<file path="src/rtl/wishbone_rr_arbiter_if.sv">
// Signal bundle between N_CTRL Wishbone controllers, the round-robin arbiter and one shared device.
// The master modport is the arbiter's view. The slave modport is the surrounding controllers and device.
interface wishbone_rr_arbiter_if #(
  parameter int N_CTRL    = 4,
  parameter int DAT_WIDTH = 8
);
  logic [N_CTRL-1:0]                c_cyc_i, c_stb_i, c_we_i;
  logic [N_CTRL-1:0][DAT_WIDTH-1:0] c_dat_i;
  logic [N_CTRL-1:0]                c_ack_o, c_err_o, c_rty_o, c_stall_o;
  logic                             d_cyc_o, d_stb_o, d_we_o;
  logic [DAT_WIDTH-1:0]             d_dat_o;
  logic                             d_ack_i, d_err_i, d_rty_i, d_stall_i;

  modport master (
    input  c_cyc_i, c_stb_i, c_we_i, c_dat_i, d_ack_i, d_err_i, d_rty_i, d_stall_i,
    output c_ack_o, c_err_o, c_rty_o, c_stall_o, d_cyc_o, d_stb_o, d_we_o, d_dat_o
  );

  modport slave (
    output c_cyc_i, c_stb_i, c_we_i, c_dat_i, d_ack_i, d_err_i, d_rty_i, d_stall_i,
    input  c_ack_o, c_err_o, c_rty_o, c_stall_o, d_cyc_o, d_stb_o, d_we_o, d_dat_o
  );
endinterface

</file>
<file path="src/rtl/wishbone_rr_arbiter.sv">
// Round-robin Wishbone arbiter: N_CTRL controllers share one device, and a grant lasts a whole bus cycle.
// Define WB_ARB_TIMEOUT_EN to add a watchdog that aborts a cycle after TIMEOUT cycles without a device response.

module wb_arb_lane (
  input  logic sel_i,
  input  logic err_inj_i,
  input  logic d_ack_i,
  input  logic d_err_i,
  input  logic d_rty_i,
  input  logic d_stall_i,
  output logic ack_o,
  output logic err_o,
  output logic rty_o,
  output logic stall_o
);
  // Unselected controllers see no responses and a permanent stall.
  assign ack_o   = sel_i & d_ack_i;
  assign err_o   = (sel_i & d_err_i) | err_inj_i;
  assign rty_o   = sel_i & d_rty_i;
  assign stall_o = ~sel_i | d_stall_i;
endmodule

module wishbone_rr_arbiter #(
  parameter int N_CTRL    = 4,
  parameter int DAT_WIDTH = 8,
  parameter int TIMEOUT   = 255
) (
  input  logic                  clk_i,
  input  logic                  rst_ni,
  wishbone_rr_arbiter_if.master bus,
  output logic [N_CTRL-1:0]     grant_o
);
  localparam int IDX_W = $clog2(N_CTRL);

  if (N_CTRL < 2) begin : g_bad_n_ctrl
    $error("wishbone_rr_arbiter: N_CTRL must be >= 2");
  end
  if (TIMEOUT < 1) begin : g_bad_timeout
    $error("wishbone_rr_arbiter: TIMEOUT must be >= 1");
  end

  typedef enum logic [1:0] {
    IDLE,
    GRANT
`ifdef WB_ARB_TIMEOUT_EN
    , ABORT
`endif
  } state_e;

  state_e            state_q, state_d;
  logic [IDX_W-1:0]  last_q, last_d, nxt;
  logic [N_CTRL-1:0] grant_q, grant_d;
  logic [N_CTRL-1:0] route, err_inj;
  logic [N_CTRL-1:0] c_ack, c_err, c_rty, c_stall;
  logic              hit, timeout;

  // Search starts just past the last grantee and wraps, so each requester is at most N_CTRL-1 grants away.
  always_comb begin
    hit = 1'b0;
    nxt = last_q;
    for (int i = 1; i <= N_CTRL; i++) begin
      if (!hit && bus.c_cyc_i[(int'(last_q) + i) % N_CTRL]) begin
        hit = 1'b1;
        nxt = IDX_W'((int'(last_q) + i) % N_CTRL);
      end
    end
  end

`ifdef WB_ARB_TIMEOUT_EN
  localparam int WDT_W = (TIMEOUT > 255) ? 16 : 8;
  logic [WDT_W-1:0] wdt_q;

  assign timeout = (state_q == GRANT) && (wdt_q == WDT_W'(TIMEOUT));

  always_ff @(posedge clk_i or negedge rst_ni) begin
    if (!rst_ni)                                           wdt_q <= '0;
    else if (state_q != GRANT || bus.d_ack_i || bus.d_err_i || bus.d_rty_i) wdt_q <= '0;
    else                                                   wdt_q <= wdt_q + 1'b1;
  end
`else
  assign timeout = 1'b0;
`endif

  always_comb begin
    state_d = state_q;
    last_d  = last_q;
    grant_d = grant_q;
    unique case (state_q)
      IDLE: if (hit) begin
        state_d      = GRANT;
        last_d       = nxt;
        grant_d      = '0;
        grant_d[nxt] = 1'b1;
      end
      GRANT: begin
        if (!bus.c_cyc_i[last_q]) begin
          state_d = IDLE;
          grant_d = '0;
        end
`ifdef WB_ARB_TIMEOUT_EN
        else if (timeout) state_d = ABORT;
`endif
      end
`ifdef WB_ARB_TIMEOUT_EN
      ABORT: if (!bus.c_cyc_i[last_q]) begin
        state_d = IDLE;
        grant_d = '0;
      end
`endif
      default: begin
        state_d = IDLE;
        grant_d = '0;
      end
    endcase
  end

  always_ff @(posedge clk_i or negedge rst_ni) begin
    if (!rst_ni) begin
      state_q <= IDLE;
      last_q  <= IDX_W'(N_CTRL - 1);
      grant_q <= '0;
    end else begin
      state_q <= state_d;
      last_q  <= last_d;
      grant_q <= grant_d;
    end
  end

  assign grant_o = grant_q;

  // The device sees only the grantee, and only while in GRANT. In abort, cyc drops before the controller does.
  always_comb begin
    bus.d_cyc_o = 1'b0;
    bus.d_stb_o = 1'b0;
    bus.d_we_o  = 1'b0;
    bus.d_dat_o = '0;
    if (state_q == GRANT) begin
      bus.d_cyc_o = bus.c_cyc_i[last_q];
      bus.d_stb_o = bus.c_stb_i[last_q];
      bus.d_we_o  = bus.c_we_i[last_q];
      bus.d_dat_o = bus.c_dat_i[last_q];
    end
  end

  assign route   = (state_q == GRANT) ? grant_q : '0;
  assign err_inj = timeout ? grant_q : '0;

  for (genvar k = 0; k < N_CTRL; k++) begin : g_lane
    wb_arb_lane u_lane (
      .sel_i    (route[k]),
      .err_inj_i(err_inj[k]),
      .d_ack_i  (bus.d_ack_i),
      .d_err_i  (bus.d_err_i),
      .d_rty_i  (bus.d_rty_i),
      .d_stall_i(bus.d_stall_i),
      .ack_o    (c_ack[k]),
      .err_o    (c_err[k]),
      .rty_o    (c_rty[k]),
      .stall_o  (c_stall[k])
    );
  end

  assign bus.c_ack_o   = c_ack;
  assign bus.c_err_o   = c_err;
  assign bus.c_rty_o   = c_rty;
  assign bus.c_stall_o = c_stall;
endmodule

</file>
<file path="src/flat_wrapper.sv">
// flat-port wrapper written by rule: the top's interface ports become plain ports
module wishbone_rr_arbiter_flat 
#(
  parameter int N_CTRL    = 4,
  parameter int DAT_WIDTH = 8,
  parameter int TIMEOUT   = 255
)
  (clk_i, rst_ni, grant_o, bus_c_cyc_i, bus_c_stb_i, bus_c_we_i, bus_c_dat_i, bus_d_ack_i, bus_d_err_i, bus_d_rty_i, bus_d_stall_i, bus_c_ack_o, bus_c_err_o, bus_c_rty_o, bus_c_stall_o, bus_d_cyc_o, bus_d_stb_o, bus_d_we_o, bus_d_dat_o);
  wishbone_rr_arbiter_if #(.N_CTRL(N_CTRL), .DAT_WIDTH(DAT_WIDTH)) bus_i ();
  input  logic clk_i;
  input  logic rst_ni;
  output logic [N_CTRL-1:0] grant_o;
  input wire logic [$bits(bus_i.c_cyc_i)-1:0] bus_c_cyc_i;
  input wire logic [$bits(bus_i.c_stb_i)-1:0] bus_c_stb_i;
  input wire logic [$bits(bus_i.c_we_i)-1:0] bus_c_we_i;
  input wire logic [$bits(bus_i.c_dat_i)-1:0] bus_c_dat_i;
  input wire logic [$bits(bus_i.d_ack_i)-1:0] bus_d_ack_i;
  input wire logic [$bits(bus_i.d_err_i)-1:0] bus_d_err_i;
  input wire logic [$bits(bus_i.d_rty_i)-1:0] bus_d_rty_i;
  input wire logic [$bits(bus_i.d_stall_i)-1:0] bus_d_stall_i;
  output wire logic [$bits(bus_i.c_ack_o)-1:0] bus_c_ack_o;
  output wire logic [$bits(bus_i.c_err_o)-1:0] bus_c_err_o;
  output wire logic [$bits(bus_i.c_rty_o)-1:0] bus_c_rty_o;
  output wire logic [$bits(bus_i.c_stall_o)-1:0] bus_c_stall_o;
  output wire logic [$bits(bus_i.d_cyc_o)-1:0] bus_d_cyc_o;
  output wire logic [$bits(bus_i.d_stb_o)-1:0] bus_d_stb_o;
  output wire logic [$bits(bus_i.d_we_o)-1:0] bus_d_we_o;
  output wire logic [$bits(bus_i.d_dat_o)-1:0] bus_d_dat_o;
  assign bus_i.c_cyc_i = bus_c_cyc_i;
  assign bus_i.c_stb_i = bus_c_stb_i;
  assign bus_i.c_we_i = bus_c_we_i;
  assign bus_i.c_dat_i = bus_c_dat_i;
  assign bus_i.d_ack_i = bus_d_ack_i;
  assign bus_i.d_err_i = bus_d_err_i;
  assign bus_i.d_rty_i = bus_d_rty_i;
  assign bus_i.d_stall_i = bus_d_stall_i;
  assign bus_c_ack_o = bus_i.c_ack_o;
  assign bus_c_err_o = bus_i.c_err_o;
  assign bus_c_rty_o = bus_i.c_rty_o;
  assign bus_c_stall_o = bus_i.c_stall_o;
  assign bus_d_cyc_o = bus_i.d_cyc_o;
  assign bus_d_stb_o = bus_i.d_stb_o;
  assign bus_d_we_o = bus_i.d_we_o;
  assign bus_d_dat_o = bus_i.d_dat_o;
  wishbone_rr_arbiter #(.N_CTRL(N_CTRL), .DAT_WIDTH(DAT_WIDTH), .TIMEOUT(TIMEOUT)) u_core (.clk_i(clk_i), .rst_ni(rst_ni), .bus(bus_i), .grant_o(grant_o));
endmodule
</file>
<file path="config.mk">
export PLATFORM = sky130hd
export DESIGN_NAME = wishbone_rr_arbiter_flat
export DESIGN_NICKNAME = d
export VERILOG_FILES = /design/src/rtl/wishbone_rr_arbiter_if.sv /design/src/rtl/wishbone_rr_arbiter.sv /design/src/flat_wrapper.sv
export SDC_FILE = /design/constraint.sdc
export NUM_CORES = 1
export LEC_CHECK = 0
export CAP_MARGIN = 40
export CORE_MARGIN = 2
export CORE_UTILIZATION = 29
export CTS_CLUSTER_DIAMETER = 30
export DETAILED_ROUTE_END_ITERATION = 10
export GPL_ROUTABILITY_DRIVEN = 0
export PLACE_DENSITY = 0.78
export REMOVE_ABC_BUFFERS = 1
export SYNTH_ARGS = -nofsm -noshare
export SYNTH_HDL_FRONTEND = slang
export SYNTH_SLANG_ARGS = --single-unit
export TNS_END_PERCENT = 100
</file>
<file path="constraint.sdc">
create_clock -name clk_i -period 1.95 [get_ports clk_i]
set_clock_uncertainty 0.2 [all_clocks]
set_input_delay 0.39 -clock clk_i [delete_from_list [all_inputs] [get_ports clk_i]]
set_output_delay 0.39 -clock clk_i [all_outputs]
set_load 0.1 [all_outputs]
</file>
* Word-level counts from Yosys, hierarchy flattened
Cells that the tools add are included.
W data, S select, Z words.
** Word-level totals
- Register bits after elaboration :: 8
- Logic and storage cells :: 96
** Operators by class
- $add $sub $neg :: 4
- Magnitude comparators :: 7
- Equality and inequality tests :: 3
- Multiplexer cells :: 41
- Bitwise gates (word level) :: 24
- Reductions and logical operators :: 14
** Operators by type and width (count)
- $mux W1 :: 19
- $bmux W8 S2 :: 1
- $lt A3 B4 Y1 const B :: 4
- $mux W8 :: 2
- $bmux W1 S2 :: 7
- $and A1 B1 Y1 :: 12
- $mux W2 :: 6
- $mux W4 :: 3
- $pmux W4 S2 :: 1
- $reduce_or A2 Y1 :: 4
- $lt A2 B3 Y1 const B :: 2
- $add A2 B1 Y2 const B :: 2
- $add A2 B2 Y2 const B :: 2
- $and A1 B1 Y1 const A :: 4
- $logic_and A1 B1 Y1 :: 4
- $not A1 Y1 :: 4
- $or A1 B1 Y1 :: 4
- $pmux W2 S2 :: 1
- $reduce_and A2 Y1 :: 2
- $logic_not A1 Y1 :: 3
- $demux W1 S2 :: 1
- $eq A2 B1 Y1 const B :: 1
- $ge A2 B1 Y1 const B :: 1
- $logic_not A2 Y1 :: 1
- 2 further kinds :: 2

* Depth between registers and ports, before layout
- Word-level depth :: 22
- Depth in mapped cells :: 5
- Mapped depth without buffers :: 4

* Modules after synthesis
A second synthesis with hierarchy kept.
** Second synthesis, totals
- Cell total of the unflattened synthesis :: 82
- Area, all modules :: 833.3 µm²
** Modules (own cells, without submodules)
- wishbone_rr_arbiter :: instances 1, cells each 66, area each 728.2 µm², seq. area each 177.7 µm²
- wb_arb_lane :: instances 4, cells each 4, area each 26.3 µm², seq. area each 0.0 µm²

* Least setup slack after synthesis
Ideal clock, no wire load.
- Path kind :: flip-flop to output port
- From :: register u_core.last_q[0]
- To :: output port bus_d_cyc_o
- Arrival time :: 1.940 ns
- Required time :: 1.360 ns
- Path slack :: -0.580 ns
- Cell stages (with the launch flop) :: 5
- Path buffers :: 2
- Cells stage by stage :: dfstp_2 > buf_6 > buf_6 > mux2i_1 > and2_1
** On the way
- Word-level cells in the longest chain between the ends :: 3
** Ends and longest elaborated chain
- start: declaration :: line wishbone_rr_arbiter.sv:51 : logic [IDX_W-1:0] last_q, last_d, nxt;
- start signal: assignment :: line wishbone_rr_arbiter.sv:120 : last_q <= IDX_W'(N_CTRL - 1);
- start signal: assignment :: line wishbone_rr_arbiter.sv:124 : last_q <= last_d;
- $bmux W1 S2 :: line wishbone_rr_arbiter.sv:138 : bus.d_cyc_o = bus.c_cyc_i[last_q];
- $mux W1 (implied by the code) :: line wishbone_rr_arbiter.sv:138
- $mux W1 :: line wishbone_rr_arbiter.sv:137 : if (state_q == GRANT) begin
- end: declaration :: line flat_wrapper.sv:25 : output wire logic [$bits(bus_i.d_cyc_o)-1:0] bus_d_cyc_o;
No other way between the ends. The select of a mux whose other input is x is not followed.

* Worst setup path after layout
- From :: register u_core.last_q[0]
- To :: output port bus_d_dat_o[1]
** On the way
- Word-level cells in the longest chain between the ends :: 3
** Ends and longest elaborated chain
- $bmux W8 S2 :: line wishbone_rr_arbiter.sv:141 : bus.d_dat_o = bus.c_dat_i[last_q];
- $mux W8 (implied by the code) :: line wishbone_rr_arbiter.sv:141
- $mux W8 :: line wishbone_rr_arbiter.sv:137
- end: declaration :: line flat_wrapper.sv:28 : output wire logic [$bits(bus_i.d_dat_o)-1:0] bus_d_dat_o;
No other way between the ends. The select of a mux whose other input is x is not followed.

==> results.md <==
* Worst setup margin at -497 ps
* Max-slew headroom at 74.0%
* Worst path slowest cell: dfstp_2
* #FFs+latches synth at 7
* Post-synth top flop: dfrtp_1
* RSZ-0062 raised after global routing: true
* Failing checks: negative setup slack
* Worst Hold Class: in2async
* Crit path to: bus_d_dat_o[1]
* Netlist cell types at 26
* Critical Path Start: u_core.last_q[0]
* Critical path class: reg2out
* Hold Fails Final Rpt at 0
* RR Endpoint: u_core.grant_o[0]
* Syn Area/Cell at 9.37 um^2
* DRT met1 WL at 1.70 mm
* Period utilisation layout at 125%
* Wire per inst at 20.4 um
* Highest clock rate at 0.409 GHz
* Yosys top cell by area: mux4_2
* Diodes inserted at 0
* Post-synthesis sequential area ratio at 18.1%
* Mapped Cells at 105
* Min Tclk post-route at 2450 ps
* TritonCTS sink count at 7
* FFs w/ async S/R, synth at 100%
* Synth cell count leaders: buf_4 (16), and3_1 (12), and2_1 (11)
* 1st-iter DRT viols at 52
* CTS Hold Bufs at 0
* Crit Path Max Fanout at 5
* Synthesized area at 983 um^2
* Worst-path cell chain: clkbuf_16, mux4_2, and2_4, buf_12
* # rows at 21
* IO Pins at 81
* Setup-failing EPs final at 11
* Synth warn at 0
* Die Y at 62.2 um
* EDFF count, synth at 0
* Placed Cells at 221
* First-pass GRT wire length at 6.71 mm
* Clock transition at the registers of the reported paths at 60 ps
* Clk buf depth at 2
* CP peak stage delay at 580 ps
* Uppermost layer routed: met4
* Reg2reg setup slack at 30 ps
* TritonCTS clock tree: built
* Vias per cell at 5.22
* Post-synth top area share at 22.9%
* Fin. max-slew vios at 0
* Vias at 1196
* Clk Latency, worst-skew pair at 280 ps
* Area contributors post-synth: mux4_2 (23%), dfrtp_1 (13%), buf_4 (12%), and3_1 (7.6%), and2_1 (7.0%)
* Count leader, synth: buf_4
* ANT nets after route at 0
* Ratio of cells with drive above 1 in the final layout at 49.2%
* HPWL after detailed placement at 3.27 mm
* Worst Path Required at 1360 ps
* CTS buffer count at 3
* Root Driver: clkbuf_4
* Status: finished, violations left
* GRT Total Usage at 22.6%
* Post-Layout Cell Count at 229
* Worst r2r src: u_core.last_q[0]
* Routed WL at 4.68 mm
* Die Span X at 62.2 um
* DR pass1 iterations at 4
* Number of global-route vias before repair at 1208
* Total of max-cap violations at 0
* Port bufs at 80
* Startpoint Class: register
* Initial antenna violation count at 0
* Core area at 3280 um^2
* Crit path DAT at 1860 ps
* Grt ovf at 0
* Die area at 3870 um^2
* Slew at the pin closest to its max-slew limit at 389 ps
* Final Util at 70.5%
* Layout overhead on the synthesized area at 135%
* Final-stage net count at 234
* Met3 routed WL at 314 um
* Routed wl met2 at 2.55 mm
* H-tree levels at 1
* Pin count of the biggest net entering global routing at 17
* DRC viols at 0
* Crit end category: primary output
* Initial core utilization at 29.9%
* Worst reg-to-reg path cell count at 8
-- cell usage in the layout, fill, tap and decap left out, types with 4 or more instances in the layout --
| master | instances |
|---|---|
| buf_4 | 11 |
| dfrtp_1 | 4 |
| and3_1 | 10 |
| mux4_2 | 10 |
| clkdlybuf4s50_1 | 49 |
| and2_4 | 11 |
| nand2_1 | 6 |
| buf_12 | 33 |
| and3b_1 | 4 |
-- stage by stage --
step           instance area, um^2  worst slack [ps]  setup TNS [ps]  hold slack, ps
2_1_floorplan                  813              -588          -12680            -106
3_3_place_gp                  2100              -258           -2610             461
3_5_place_dp                  2100              -304           -3170             483
4_1_cts                       2230              -481           -4950             209
5_1_grt                       2310              -541           -5980             202
6_report                      2310              -497           -5110             187
-- worst min-delay path by stage --
stage	slack, ps	end
2_1_floorplan	-110	u_core.grant_o[0]
3_3_place_gp	460	u_core.grant_o[3]
3_5_place_dp	480	u_core.grant_o[0]
4_1_cts	210	u_core.grant_o[1]
5_1_grt	200	u_core.grant_o[2]
6_report	190	u_core.grant_o[2]
-- cells by family (layout without fill, tap and decap cells) --
family / count (synthesis) / count (layout) / share of synthesized area, %
flops: 7 / 7 / 18.1
buf+inv: 24 / 102 / 17.7
mux: 13 / 13 / 26.0
compound gates: 14 / 14 / 8.01
simple gates: 47 / 47 / 30.3
-- critical path, delay by kind of cell (launching register included) --
family | cells | cell delay, ps
buffers and inverters | 2 | 330
DFF | 1 | 580
muxes | 1 | 500
and+or+nand+nor | 1 | 170
-- layout make-up --
class,count,area (um^2)
clock buffers,4,26.3
fillers,206,970
inverters,1,3.75
multi-input cells,74,756
flip-flops and latches,7,179
well taps,46,57.6
repair buffers,97,1290
-- sequential cells by signal (all words and copies together), names as in the netlist --
signal          count
u_core.grant_o      4
u_core.last_q       2
u_core.state_q      1
-- timing repair --
item,4_1_cts,5_1_grt
gates cloned,1,0
setup buffers,3,3
endpoints found under the hold margin,0,0
gates resized for setup,16,19
pin swaps,11,4
setup endpoints to repair,14,20
-- routing by layer --
layer / vias up / global-route usage (%)
met5: - / 0
met4: 0 / 7.50
met3: 11 / 5.25
met2: 70 / 42.9
met1: 585 / 24.6
li1: 530 / -
Power is not shown: default switching activity piles up to over one toggle a cycle in this logic, so the estimate is an artifact.
